## src/rtl/motoro3_step_sequencer.sv

```systemverilog
// Commutation step scheduler: IDLE -> ALIGN -> RUN -> STOP, 12-step index, in-step counter and strobes.
// Optional start-up length ramp is compiled in with `define M3_SEQ_RAMP_EN.
module motoro3_step_sequencer (
    input  logic        clk,
    input  logic        nRst,
    input  logic        m3r_enable,
    input  logic        m3r_dirRev,
    input  logic [24:0] m3r_stepLen,
    input  logic [3:0]  m3r_alignSteps,
    input  logic [24:0] m3r_stepLenStart,
    input  logic [15:0] m3r_rampDec,
    output logic [3:0]  sgStep,
    output logic [24:0] m3cnt,
    output logic        m3cntFirst2,
    output logic        m3cntFirst1,
    output logic        m3cntLast2,
    output logic        m3cntLast1,
    output logic        pwmActive1,
    output logic        m3revPulse
);

    localparam logic [24:0] LEN_MIN   = 25'd4;
    localparam logic [3:0]  STEP_IDLE = 4'd15;
    localparam logic [3:0]  STEP_MAX  = 4'd11;

    typedef enum logic [1:0] {
        S_IDLE  = 2'd0,
        S_ALIGN = 2'd1,
        S_RUN   = 2'd2,
        S_STOP  = 2'd3
    } state_t;

    state_t      state_q, state_d;
    logic [3:0]  step_q,  step_d;
    logic [24:0] cnt_q,   cnt_d;
    logic [24:0] len_q,   len_d;
    logic [3:0]  align_q, align_d;
    logic        pwm_q,   pwm_d;
    logic        rev_q,   rev_d;
    logic        f2_q, f1_q, l2_q, l1_q;
    logic        f2_d, f1_d, l2_d, l1_d;

    function automatic logic [24:0] clamp_len(input logic [24:0] v);
        return (v < LEN_MIN) ? LEN_MIN : v;
    endfunction

    logic [24:0] target_len;
    logic [24:0] start_len;
    logic [24:0] run_len;
    logic [24:0] align_len;

    assign target_len = clamp_len(m3r_stepLen);

`ifdef M3_SEQ_RAMP_EN
    logic [24:0] dec_ext;
    logic [24:0] ramp_sub;

    assign dec_ext   = {9'd0, m3r_rampDec};
    assign ramp_sub  = (len_q > dec_ext) ? (len_q - dec_ext) : 25'd0;
    assign start_len = clamp_len(m3r_stepLenStart);
    // Ramp down towards the target, never undershooting it.
    assign run_len   = (len_q > target_len) ?
                       ((ramp_sub > target_len) ? ramp_sub : target_len) : target_len;
    assign align_len = len_q;
`else
    logic unused_ramp;

    assign unused_ramp = ^{m3r_stepLenStart, m3r_rampDec};
    assign start_len   = target_len;
    assign run_len     = target_len;
    assign align_len   = target_len;
`endif

    logic        boundary;
    logic [3:0]  adv_step;
    logic        adv_wrap;

    assign boundary = (cnt_q == len_q - 25'd1);

    always_comb begin
        adv_step = step_q + 4'd1;
        adv_wrap = 1'b0;
        if (m3r_dirRev) begin
            adv_step = step_q - 4'd1;
            if (step_q == 4'd0) begin
                adv_step = STEP_MAX;
                adv_wrap = 1'b1;
            end
        end else if (step_q == STEP_MAX) begin
            adv_step = 4'd0;
            adv_wrap = 1'b1;
        end
    end

    always_comb begin
        state_d = state_q;
        step_d  = step_q;
        cnt_d   = cnt_q;
        len_d   = len_q;
        align_d = align_q;
        pwm_d   = pwm_q;
        rev_d   = 1'b0;

        unique case (state_q)
            S_IDLE: begin
                if (m3r_enable) begin
                    state_d = S_ALIGN;
                    step_d  = 4'd0;
                    cnt_d   = 25'd0;
                    pwm_d   = 1'b1;
                    len_d   = start_len;
                    align_d = (m3r_alignSteps == 4'd0) ? 4'd1 : m3r_alignSteps;
                end
            end

            S_ALIGN, S_RUN: begin
                cnt_d = cnt_q + 25'd1;
                if (boundary) begin
                    cnt_d = 25'd0;
                    // Disable seen on the last cycle: the step is already complete.
                    if (!m3r_enable) begin
                        state_d = S_IDLE;
                        step_d  = STEP_IDLE;
                        pwm_d   = 1'b0;
                    end else if (state_q == S_RUN || align_q <= 4'd1) begin
                        state_d = S_RUN;
                        step_d  = adv_step;
                        rev_d   = adv_wrap;
                        len_d   = run_len;
                        align_d = 4'd0;
                    end else begin
                        align_d = align_q - 4'd1;
                        len_d   = align_len;
                    end
                end else if (!m3r_enable) begin
                    state_d = S_STOP;
                end
            end

            S_STOP: begin
                cnt_d = cnt_q + 25'd1;
                if (boundary) begin
                    state_d = S_IDLE;
                    step_d  = STEP_IDLE;
                    cnt_d   = 25'd0;
                    pwm_d   = 1'b0;
                end
            end

            default: begin
                state_d = S_IDLE;
                step_d  = STEP_IDLE;
                cnt_d   = 25'd0;
                pwm_d   = 1'b0;
            end
        endcase

        // Strobes are decoded from next-state so they line up with the registered count.
        f2_d = (state_d != S_IDLE) && (cnt_d == 25'd0);
        f1_d = (state_d != S_IDLE) && (cnt_d == 25'd1);
        l2_d = (state_d != S_IDLE) && (cnt_d == len_d - 25'd2);
        l1_d = (state_d != S_IDLE) && (cnt_d == len_d - 25'd1);
    end

    always_ff @(negedge clk or negedge nRst) begin
        if (!nRst) begin
            state_q <= S_IDLE;
            step_q  <= STEP_IDLE;
            cnt_q   <= 25'd0;
            len_q   <= LEN_MIN;
            align_q <= 4'd0;
            pwm_q   <= 1'b0;
            rev_q   <= 1'b0;
            f2_q    <= 1'b0;
            f1_q    <= 1'b0;
            l2_q    <= 1'b0;
            l1_q    <= 1'b0;
        end else begin
            state_q <= state_d;
            step_q  <= step_d;
            cnt_q   <= cnt_d;
            len_q   <= len_d;
            align_q <= align_d;
            pwm_q   <= pwm_d;
            rev_q   <= rev_d;
            f2_q    <= f2_d;
            f1_q    <= f1_d;
            l2_q    <= l2_d;
            l1_q    <= l1_d;
        end
    end

    assign sgStep      = step_q;
    assign m3cnt       = cnt_q;
    assign m3cntFirst2 = f2_q;
    assign m3cntFirst1 = f1_q;
    assign m3cntLast2  = l2_q;
    assign m3cntLast1  = l1_q;
    assign pwmActive1  = pwm_q;
    assign m3revPulse  = rev_q;

endmodule

```

## config.mk

```make
export PLATFORM = sky130hd
export DESIGN_NAME = motoro3_step_sequencer
export DESIGN_NICKNAME = d
export VERILOG_FILES = /design/src/rtl/motoro3_step_sequencer.sv
export SDC_FILE = /design/constraint.sdc
export NUM_CORES = 1
export LEC_CHECK = 0
export ABC_AREA = 1
export CORE_ASPECT_RATIO = 1.2
export CORE_MARGIN = 1.5
export CORE_UTILIZATION = 56
export CTS_CLUSTER_DIAMETER = 40
export DETAILED_ROUTE_END_ITERATION = 6
export GPL_TIMING_DRIVEN = 0
export PLACE_DENSITY = 0.82
export SYNTH_ARGS = -nofsm -noshare
export SYNTH_HDL_FRONTEND = slang
export SYNTH_SLANG_ARGS = --single-unit
```

## constraint.sdc

```tcl
create_clock -name clk -period 9.7 [get_ports clk]
set_input_delay 1.94 -clock clk [delete_from_list [all_inputs] [get_ports clk]]
set_output_delay 1.94 -clock clk [all_outputs]
set_load 0.03 [all_outputs]
```

==> impl_metrics.ini, run 1 <==
[status]
status = finished, final reports clean

[floorplan]
start_util = 0.5716
die_w_um = 108.7
pin_count = 109
rows = 46
coreArea_um2 = 13120
die_area_um2 = 14100
chipHeight_um = 129.8

[clocking]
htreeDepth = 3
cts_tree = yes
cts_buffers = 9
clock_latency_ns = 0.40
cts.sinks = 66
clockBufferDepth = 2
path_clk_slew_ns = 0.05
cts_root_buffer = clkbuf_16
hold_buffers = 0

[critical_path]
crit_chain = clkdlybuf4s50_1 > nor2_1 > nand2_1 > nor3b_2 > and3_1 > inv_2 > nand3_1 > o21ai_2 > a21oi_1 > nand2_2 > nand2_4 > ha_4 > inv_1 > nor2_4 > nand3_2 > nor2_1 > nand2_1 > nand2_1 > nor2_1 > nand2_1 > nor2_2 > nand3_1 > nor2_1
critPathLaunchType = input pin
crit_path_end_kind = register
r2r_start = len_q[1]$_DFF_NN0_
crit_slowest_cell = clkdlybuf4s50_1
crit_type = input pin to register
startpoint = m3r_stepLen[8]
critPathMaxStageDelay_ns = 0.44
required_ns = 5.05
cp.arrival_ns = 4.94
cp_max_fo = 7

[logic_synthesis]
synthXorXnorAreaFrac = 0.08190
synth_compound_area_frac = 0.08274
avgSynthCellArea_um2 = 5.902
muxShareOfSynthArea = 0
yosys.area.top_type = nand2_1
synth-main-ff-cell = dfrtn_1
synth_area_leaders = nand2_1, dfrtn_1, nand3_1
synthCells = 1271
synth_cell_types = 50
syn_nets = 1358
synth-simple-area-share = 0.4929
synth_edf_count = 0
yosysSeqAreaShare = 0.2210
netlist_area_um2 = 7501
synth_top_cell_area_share = 0.2112
synth_top_family_by_area = simple AND/OR/NAND/NOR gates
ys_ff_latch = 66
async_flop_share = 1.000
synthAdderAreaFrac = 0.02168
synth_warnings = 0

[route]
drtIter0Drc = 831
firstDrtPassIters = 6
drc = 0
routed_wl_mm = 26.33
ant_nets = 0
vias = 8497
viasPerCell = 5.557
wl_per_cell_um = 17.22

[power]
power.leakage_nw = 4.452
seq_power_share = 0.144
p_int_mw = 1.343
ir_drop_v = 0.0003751
power_frac_clock = 0.099
switchingPower_mw = 1.997
switching_share = 0.5979
power.density_nw_per_um2 = 378.2
combPwrFrac = 0.757

[sta]
slew-limit-headroom = 0.4022
finalWorstSetupSlack_ns = 0.1063
maxSlewViolCount = 0
hold_viol = 0
worst_pin_slew_ns = 0.8968
skew_ns = 0.06295
rsz0062_at_grt = true
setup_viol = 0
setup-tns-final_ns = 0

[run]
max_cap_viol_count = 0

[placed_design]
gp_congestion = 0.9870
numPortBuffers = 66
dp_hpwl_mm = 21.16
place_ws_ns = -0.9130
placed_area_um2 = 8369
placed_cells = 1505

[grt]
grtUsageTotal = 0.3816
grt_overflow = 0
grt_max_degree = 67
grt_pass1_wl_mm = 40.23
grt_pass1_vias = 7907
antenna_found_initial = 0

[finish]
finalNetCount = 1443
layoutNonFillerInstCount = 1529
n_fill_cell = 1262
post-route-util = 0.6732
diodes = 0
design_area_um2 = 8833
syn_to_final_growth_pct = 17.76
drive_gt1_frac = 0.09772

[min_path]
hold_start = pwmActive1$_DFFE_NN0P_
hp-class = register to register
-- critical path, delay by kind of cell --
kind	cells	cell delay, ns
AOI/OAI and AO/OA	2	0.32
adders and majority gates	1	0.18
buffers and inverters	3	0.60
and+or+nand+nor	17	1.91
-- cell usage after synthesis, types with 13 or more instances --
master	number
nand2_2	20
xor2_1	53
a21oi_1	18
inv_1	150
nand3_1	138
o22ai_1	16
nor2_1	159
ha_1	13
nand4_1	20
nand2_1	422
dfrtn_1	61
o21ai_0	48
nor2_2	18
clkbuf_1	14
-- repair_timing --
action | CTS | global route
endpoints found under the hold margin | 0 | 0
resized for setup | 15 | 24
setup endpoints to repair | 2 | 4
pin swaps | 3 | 9
buffers inserted | 2 | 2
-- layout by cell type (no fill, tap or decap), drive strengths merged --
cell type,n
clkdlybuf4s50,65
clkbuf,26
o311ai,1
a31oi,4
o22ai,16
o31ai,2
or2,2
o211ai,1
xnor2,12
nor4,1
dfstp,5
nand4,21
clkinv,6
a21oi,18
o21bai,4
a221oi,1
ha,13
xnor3,2
o21ai,60
clkinvlp,2
dfrtn,61
nor3,11
nand3b,9
o21a,1
inv,163
nor3b,3
buf,16
a211oi,3
xor2,53
nand3,141
nor2,187
nand2,448
and3,1
and2,2
-- power by group through the flow --
stage | combinational (mW) | sequential [mW] | clock, mW
6_report | 2.53 | 0.481 | 0.330
5_1_grt | 2.79 | 0.490 | 0.349
4_1_cts | 2.43 | 0.477 | 0.331
3_5_place_dp | 2.37 | 0.481 | 0.00384
2_1_floorplan | 1.71 | 0.492 | 0.00384
3_3_place_gp | 2.34 | 0.480 | 0.00384
-- registers in the layout, summed over array words and instances, names as in the netlist --
register	flops
state_q	2
sgStep	4
m3revPulse	1
m3cntLast2	1
m3cntFirst2	1
m3cntLast1	1
pwmActive1	1
len_q	25
m3cnt	25
m3cntFirst1	1
align_q	4
-- logic make-up (layout without fill, tap and decap cells) --
kind of cell | after synthesis | in the layout
buffers and inverters | 188 | 278
XOR/XNOR | 67 | 67
AO/OA/AOI/OAI | 111 | 111
adder cells (fa/ha/maj) | 13 | 13
flip-flops | 66 | 66
AND/OR/NAND/NOR | 826 | 826
-- worst paths after layout --
check | endpoint | slack (ns) | cells past startpoint
setup / recovery | m3cntLast2$_DFF_NN0_ | 0.11 | 23
hold / removal | pwmActive1$_DFFE_NN0P_ | 0.45 | 2
setup reg to reg | m3cntLast1$_DFF_NN0_ | 5.52 | 24
hold reg to reg | pwmActive1$_DFFE_NN0P_ | 0.45 | 2
max in group asynchronous | len_q[16]$_DFF_NN0_ | 2.63 | 1
min in group asynchronous | m3revPulse$_DFF_NN0_ | 6.42 | 1
-- metrics by stage --
step	total power, mW	hold slack [ns]
floorplan	2.208	0.4503
global placement	2.823	0.4281
detailed placement	2.853	0.4495
CTS	3.242	0.4511
global route	3.629	0.5044
finish	3.341	0.4514
-- layout make-up --
cell class / instances / area (um2) / share of cell area
Timing Repair Buffer: 70 / 688.2 / 0.07790
Clock inverter: 10 / 56.30 / 0.006374
Inverter: 161 / 606.8 / 0.06870
Multi-Input combinational cell: 1017 / 5220 / 0.5909
Buffer: 26 / 141.4 / 0.01601
Sequential cell: 66 / 1658 / 0.1877
Tap cell: 168 / 210.2 / 0.02380
Clock buffer: 11 / 252.7 / 0.02861
-- routing by layer --
metal / GRT usage / wire length (um) / vias to the layer above
li1: - / - / 4194
met1: 0.4610 / 10410 / 3886
met2: 0.6504 / 12630 / 356
met3: 0.06144 / 2003 / 61
met4: 0.2005 / 1274 / 0
met5: 0 / 0 / -
Power figures use the tool's default switching activity.
==> run 2: changes to the inputs <==
--- a/config.mk
+++ b/config.mk
@@ -5,11 +5,12 @@
 export SDC_FILE = /design/constraint.sdc
 export NUM_CORES = 1
 export LEC_CHECK = 0
-export ABC_AREA = 1
+export ABC_AREA = 0
 export CORE_ASPECT_RATIO = 1.2
 export CORE_MARGIN = 1.5
 export CORE_UTILIZATION = 56
 export CTS_CLUSTER_DIAMETER = 40
+export CTS_CLUSTER_SIZE = 20
 export DETAILED_ROUTE_END_ITERATION = 6
 export GPL_TIMING_DRIVEN = 0
 export PLACE_DENSITY = 0.82
==> run 2 against run 1 <==
The flow now finishes with violations (setup timing). Via count fell by 0.61%. Clock power shrank 4%. Non-clock buffer count rose by 48. Routed wire length rose by 15%. Register-to-register slack lost 1.4 ns. Utilization is 2.7 points higher. Sequential power fell by 10%. Clock skew is 0.0081 ns lower. Critical path type unchanged. Critical endpoint is now m3cntLast1$_DFF_NN0_. Largest power group unchanged.
==> impl_metrics.ini, run 2 <==
[logic_synthesis]
yosysMostFrequentCell = nand2_1
yosys-top-cells-count = nand2_1, nor2_1, dfrtn_1
yosysSeqAreaShare = 0.2284
synthCells = 918
async_flop_share = 1.000
ys_ff_latch = 66
netlist_area_um2 = 7257
synth_top_cell_area_share = 0.2103
yosys.area.top_type = dfrtn_1
synth-main-ff-cell = dfrtn_1
synth_edf_count = 0
synth_area_leaders = dfrtn_1, xnor2_1, nand2_1
avgSynthCellArea_um2 = 7.905
synth_cell_types = 90
synth_warnings = 0
syn_nets = 1005

[clocking]
path_clk_slew_ns = 0.05
cts_buffers = 9
clock_latency_ns = 0.40
htreeDepth = 3
cts_root_buffer = clkbuf_16
cts.sinks = 66
cts_tree = yes
clockBufferDepth = 2

[floorplan]
start_util = 0.5728
die_w_um = 106.9
rows = 45
pin_count = 109
chipHeight_um = 127.7
die_area_um2 = 13650
coreArea_um2 = 12670

[grt]
grt_pass1_wl_mm = 44.93
grtUsageTotal = 0.4414
grt_pass1_vias = 7773
antenna_found_initial = 0
grt_max_degree = 58
grt_overflow = 0

[placed_design]
dp_hpwl_mm = 21.91
gp_congestion = 1.040
numPortBuffers = 67
placed_area_um2 = 8232
placed_cells = 1150

[sta]
finalWorstSetupSlack_ns = -0.2348
skew_ns = 0.05487
worst_pin_slew_ns = 0.8601
rsz0062_at_grt = true
hold_viol = 0
setup_viol = 2
slew-limit-headroom = 0.4222
maxSlewViolCount = 0

[power]
seq_power_share = 0.128
ir_drop_v = 0.0002172
switching_share = 0.5612
p_int_mw = 1.489
power.leakage_nw = 3.574
power_frac_clock = 0.094
switchingPower_mw = 1.905
combPwrFrac = 0.779
power_mw = 3.395
power.density_nw_per_um2 = 382.7

[status]
status = finished with violations
violations = setup timing

[critical_path]
crit_path_end_kind = register
crit_type = input pin to register
rr_endpoint = m3cntLast1$_DFF_NN0_
cp.arrival_ns = 5.42
startpoint = m3r_stepLen[19]
endpoint = m3cntLast1$_DFF_NN0_
timing.reg2reg.worst_path_depth = 23
cp_max_fo = 4
required_ns = 5.18
critPathLaunchType = input pin
r2r_start = len_q[0]$_DFF_NN0_
r2r_slack_ns = 4.07

[finish]
drive_gt1_frac = 0.1709
finalNetCount = 1106
design_area_um2 = 8870
diodes = 0
post-route-util = 0.7001
mostFrequentLayoutCell = nand2_1
syn_to_final_growth_pct = 22.22
final_cell_mix = nand2_1, nor2_1, dfrtn_1
layoutNonFillerInstCount = 1188

[route]
ant_nets = 0
firstDrtPassIters = 6
viasPerCell = 7.109
drc = 0
vias = 8445
wl_per_cell_um = 25.39
drtIter0Drc = 1223
routed_wl_mm = 30.16

[min_path]
hp-class = register to register

[run]
max_cap_viol_count = 0
-- run 2: logic make-up (layout without fill, tap and decap cells) --
family / Yosys count / count (layout) / share of synthesized area
mux: 37 / 37 / 0.05552
xor+xnor: 92 / 92 / 0.1110
compound gates: 239 / 239 / 0.2312
flops: 66 / 66 / 0.2284
simple gates: 375 / 375 / 0.2926
buf+inv: 96 / 202 / 0.05879
fa+ha+maj: 13 / 13 / 0.02241
-- run 2: per-layer routing --
| layer | wire, um | up-vias | GRT usage |
|---|---|---|---|
| li1 | - | 3633 | - |
| met1 | 10770 | 3917 | 0.5439 |
| met2 | 12970 | 682 | 0.6727 |
| met3 | 3674 | 213 | 0.1103 |
| met4 | 2749 | 0 | 0.3114 |
| met5 | 0 | - | 0 |
-- run 2: stage by stage --
stage          hold slack [ns]  setup WS, ns   TNS, ns
2_1_floorplan           0.4714      -0.01056  -0.01056
3_3_place_gp            0.4736        -1.262    -31.99
3_5_place_dp            0.4821        -1.254    -2.446
4_1_cts                 0.4823       -0.3478   -0.4934
5_1_grt                 0.5279       -0.3498   -0.6595
6_report                0.4886       -0.2348   -0.4124
-- run 2: cell type report --
class                      instances  area, um2
inverter                          37      143.9
timing repair buffer              88      792.0
clock buffer                      12      236.5
buffer                            56      295.3
tap                              164      205.2
clock inverter                     9      38.79
multi-input combinational        756       5500
fill                            1063       3799
sequential                        66       1658
-- run 2: what timing repair did --
item | CTS | global route
resized for setup | 73 | 70
cloned | 0 | 0
pin swaps | 25 | 26
endpoints found under the setup margin | 2 | 2
hold buffers | 0 | 0
buffers inserted | 11 | 9
-- run 2: worst max-delay path, stage by stage --
cell	delay (ns)
buf_6	0.09
or2_4	0.25
or3_1	0.30
or3_4	0.37
nand3_2	0.08
a21oi_2	0.07
mux2i_2	0.23
and2_4	0.21
ha_4	0.21
inv_2	0.06
or3_4	0.38
a21oi_4	0.16
a211oi_4	0.07
xnor2_1	0.18
nand3_1	0.12
a211oi_2	0.27
nand4_1	0.14
nor4_2	0.29
-- run 2: how the worst min path moves through the flow --
| stage | startpoint | end | slack, ns | cells past startpoint |
|---|---|---|---|---|
| global placement | pwmActive1$_DFFE_NN0P_ | pwmActive1$_DFFE_NN0P_ | 0.47 | 2 |
| floorplan | align_q[2]$_DFFE_NN0P_ | align_q[2]$_DFFE_NN0P_ | 0.47 | 2 |
| CTS | pwmActive1$_DFFE_NN0P_ | pwmActive1$_DFFE_NN0P_ | 0.48 | 2 |
| detailed placement | pwmActive1$_DFFE_NN0P_ | pwmActive1$_DFFE_NN0P_ | 0.48 | 2 |
| finish | pwmActive1$_DFFE_NN0P_ | pwmActive1$_DFFE_NN0P_ | 0.49 | 2 |
| global route | pwmActive1$_DFFE_NN0P_ | pwmActive1$_DFFE_NN0P_ | 0.53 | 2 |
-- run 2: power groups by stage --
| stage | Clock (mW) | Sequential [mW] | Combinational, mW |
|---|---|---|---|
| after floorplan | 0.00384 | 0.448 | 1.65 |
| after global placement | 0.00384 | 0.431 | 2.27 |
| after detailed placement | 0.00384 | 0.433 | 2.30 |
| after CTS | 0.316 | 0.429 | 2.39 |
| after global routing | 0.332 | 0.439 | 2.78 |
| final | 0.318 | 0.433 | 2.64 |
==> run 3: changes to the inputs <==
--- a/config.mk
+++ b/config.mk
@@ -7,7 +7,7 @@
 export LEC_CHECK = 0
 export ABC_AREA = 0
 export CORE_ASPECT_RATIO = 1.2
-export CORE_MARGIN = 1.5
+export CORE_MARGIN = 4
 export CORE_UTILIZATION = 56
 export CTS_CLUSTER_DIAMETER = 40
 export CTS_CLUSTER_SIZE = 20
==> run 3 against run 2 <==
The run still ends with setup timing left. Register-to-register slack improved by 0.09 ns. Worst hold slack improved by 0.026 ns. Cell count decreased by 0.42%. Largest cell class unchanged.
==> impl_metrics.ini, run 3 (synthesized netlist as in run 2, its figures left out) <==
[status]
status = finished with violations
violations = setup timing

[sta]
setup-tns-final_ns = -0.4896
skew_ns = 0.05540
hold_viol = 0
slew-limit-headroom = 0.3855
maxSlewViolCount = 0
whs_ns = 0.5145
setup_viol = 2
rsz0062_at_grt = true
worst_pin_slew_ns = 0.9217
finalWorstSetupSlack_ns = -0.2450

[finish]
final_cell_mix = nand2_1, nor2_1, dfrtn_1
mostFrequentLayoutCell = nand2_1
n_fill_cell = 1085
diodes = 0
finalNetCount = 1101
drive_gt1_frac = 0.1609
design_area_um2 = 8869
syn_to_final_growth_pct = 22.21

[floorplan]
rows = 45
chipHeight_um = 132.7
coreArea_um2 = 12670
start_util = 0.5728
die_w_um = 111.9
pin_count = 109
die_area_um2 = 14850

[power]
power.leakage_nw = 3.585
power_mw = 3.428
power.density_nw_per_um2 = 386.5
ir_drop_v = 0.0001965

[grt]
grt_pass1_wl_mm = 45.47
grtUsageTotal = 0.3955
grt_overflow = 0
grt_pass1_vias = 7943
grt_max_degree = 67
antenna_found_initial = 0

[route]
viasPerCell = 7.134
firstDrtPassIters = 6
routed_wl_mm = 30.32
vias = 8440
drc = 0
wl_per_cell_um = 25.63
ant_nets = 0
drtIter0Drc = 1401

[clocking]
cts.sinks = 66
cts_buffers = 9
cts_root_buffer = clkbuf_16
path_clk_slew_ns = 0.05
clockBufferDepth = 2
htreeDepth = 3
hold_buffers = 0
clock_latency_ns = 0.40
cts_tree = yes

[run]
max_cap_viol_count = 0

[critical_path]
critPathLaunchType = input pin
cp.arrival_ns = 5.44
required_ns = 5.20
r2r_slack_ns = 4.16
crit_type = input pin to register
cp_max_fo = 5
crit_path_end_kind = register

[placed_design]
gp_congestion = 1.028
placed_area_um2 = 8204
place_ws_ns = -1.273
numPortBuffers = 67
dp_hpwl_mm = 22.54

[min_path]
hp-class = register to register
-- run 3: repair_timing --
action / in CTS / in global routing
cloned: 0 / 0
endpoints found under the setup margin: 2 / 2
pin swaps: 29 / 24
setup buffers: 11 / 5
gates resized for setup: 71 / 61
endpoints found under the hold margin: 0 / 0
-- run 3: stage by stage --
stage,utilization,std cells
finish,0.7000,1183
global route,0.7000,1183
floorplan,-,918
global placement,0.6478,1149
detailed placement,0.6476,1149
CTS,0.6926,1179
-- run 3: path summary, 6_finish.rpt --
| path | startpoint | to | depth (start not counted) |
|---|---|---|---|
| setup / recovery | m3r_stepLen[10] | m3cntLast2$_DFF_NN0_ | 18 |
| hold / removal | pwmActive1$_DFFE_NN0P_ | pwmActive1$_DFFE_NN0P_ | 2 |
| setup reg to reg | len_q[1]$_DFF_NN0_ | m3cntLast2$_DFF_NN0_ | 22 |
| hold reg to reg | pwmActive1$_DFFE_NN0P_ | pwmActive1$_DFFE_NN0P_ | 2 |
| max in group asynchronous | nRst | len_q[14]$_DFF_NN0_ | 1 |
| min in group asynchronous | nRst | align_q[2]$_DFFE_NN0P_ | 1 |
-- run 3: cell type report --
cell class / instances / area, um2 / share of cell area
plain buffers: 56 / 292.8 / 0.03301
clock buffers: 10 / 239.0 / 0.02695
clock inverters: 11 / 106.4 / 0.01199
inverters: 37 / 143.9 / 0.01622
multi-input cells: 756 / 5492 / 0.6192
flip-flops and latches: 66 / 1658 / 0.1869
well taps: 164 / 205.2 / 0.02314
repair buffers: 83 / 732.0 / 0.08253
-- run 3: worst max-delay path: stages --
cell	delay, ns
dlygate4sd2_1	0.30
nor3_2	0.20
nand4_1	0.11
or3_4	0.43
nand3_2	0.08
a21oi_2	0.06
mux2i_1	0.21
and2_4	0.22
ha_4	0.17
nand2_4	0.07
nor3_4	0.15
buf_6	0.14
nand3_4	0.08
a211oi_4	0.40
xnor2_2	0.14
nor4_2	0.33
nand4_1	0.17
nor4_2	0.24
-- run 3: power breakdown --
part           leakage, nW  internal [mW]  switching [mW]
clock                0.186          0.235           0.142
sequential           0.862          0.356          0.0814
combinational         2.54          0.953            1.66
total                 3.59           1.54            1.88
-- run 3: layer usage --
metal  up-vias  track usage  wire, um
li1       3620            -         -
met1      3905       0.4944     10860
met2       718       0.6207     13260
met3       197      0.06221      3376
met4         0       0.2772      2819
met5         -            0         0
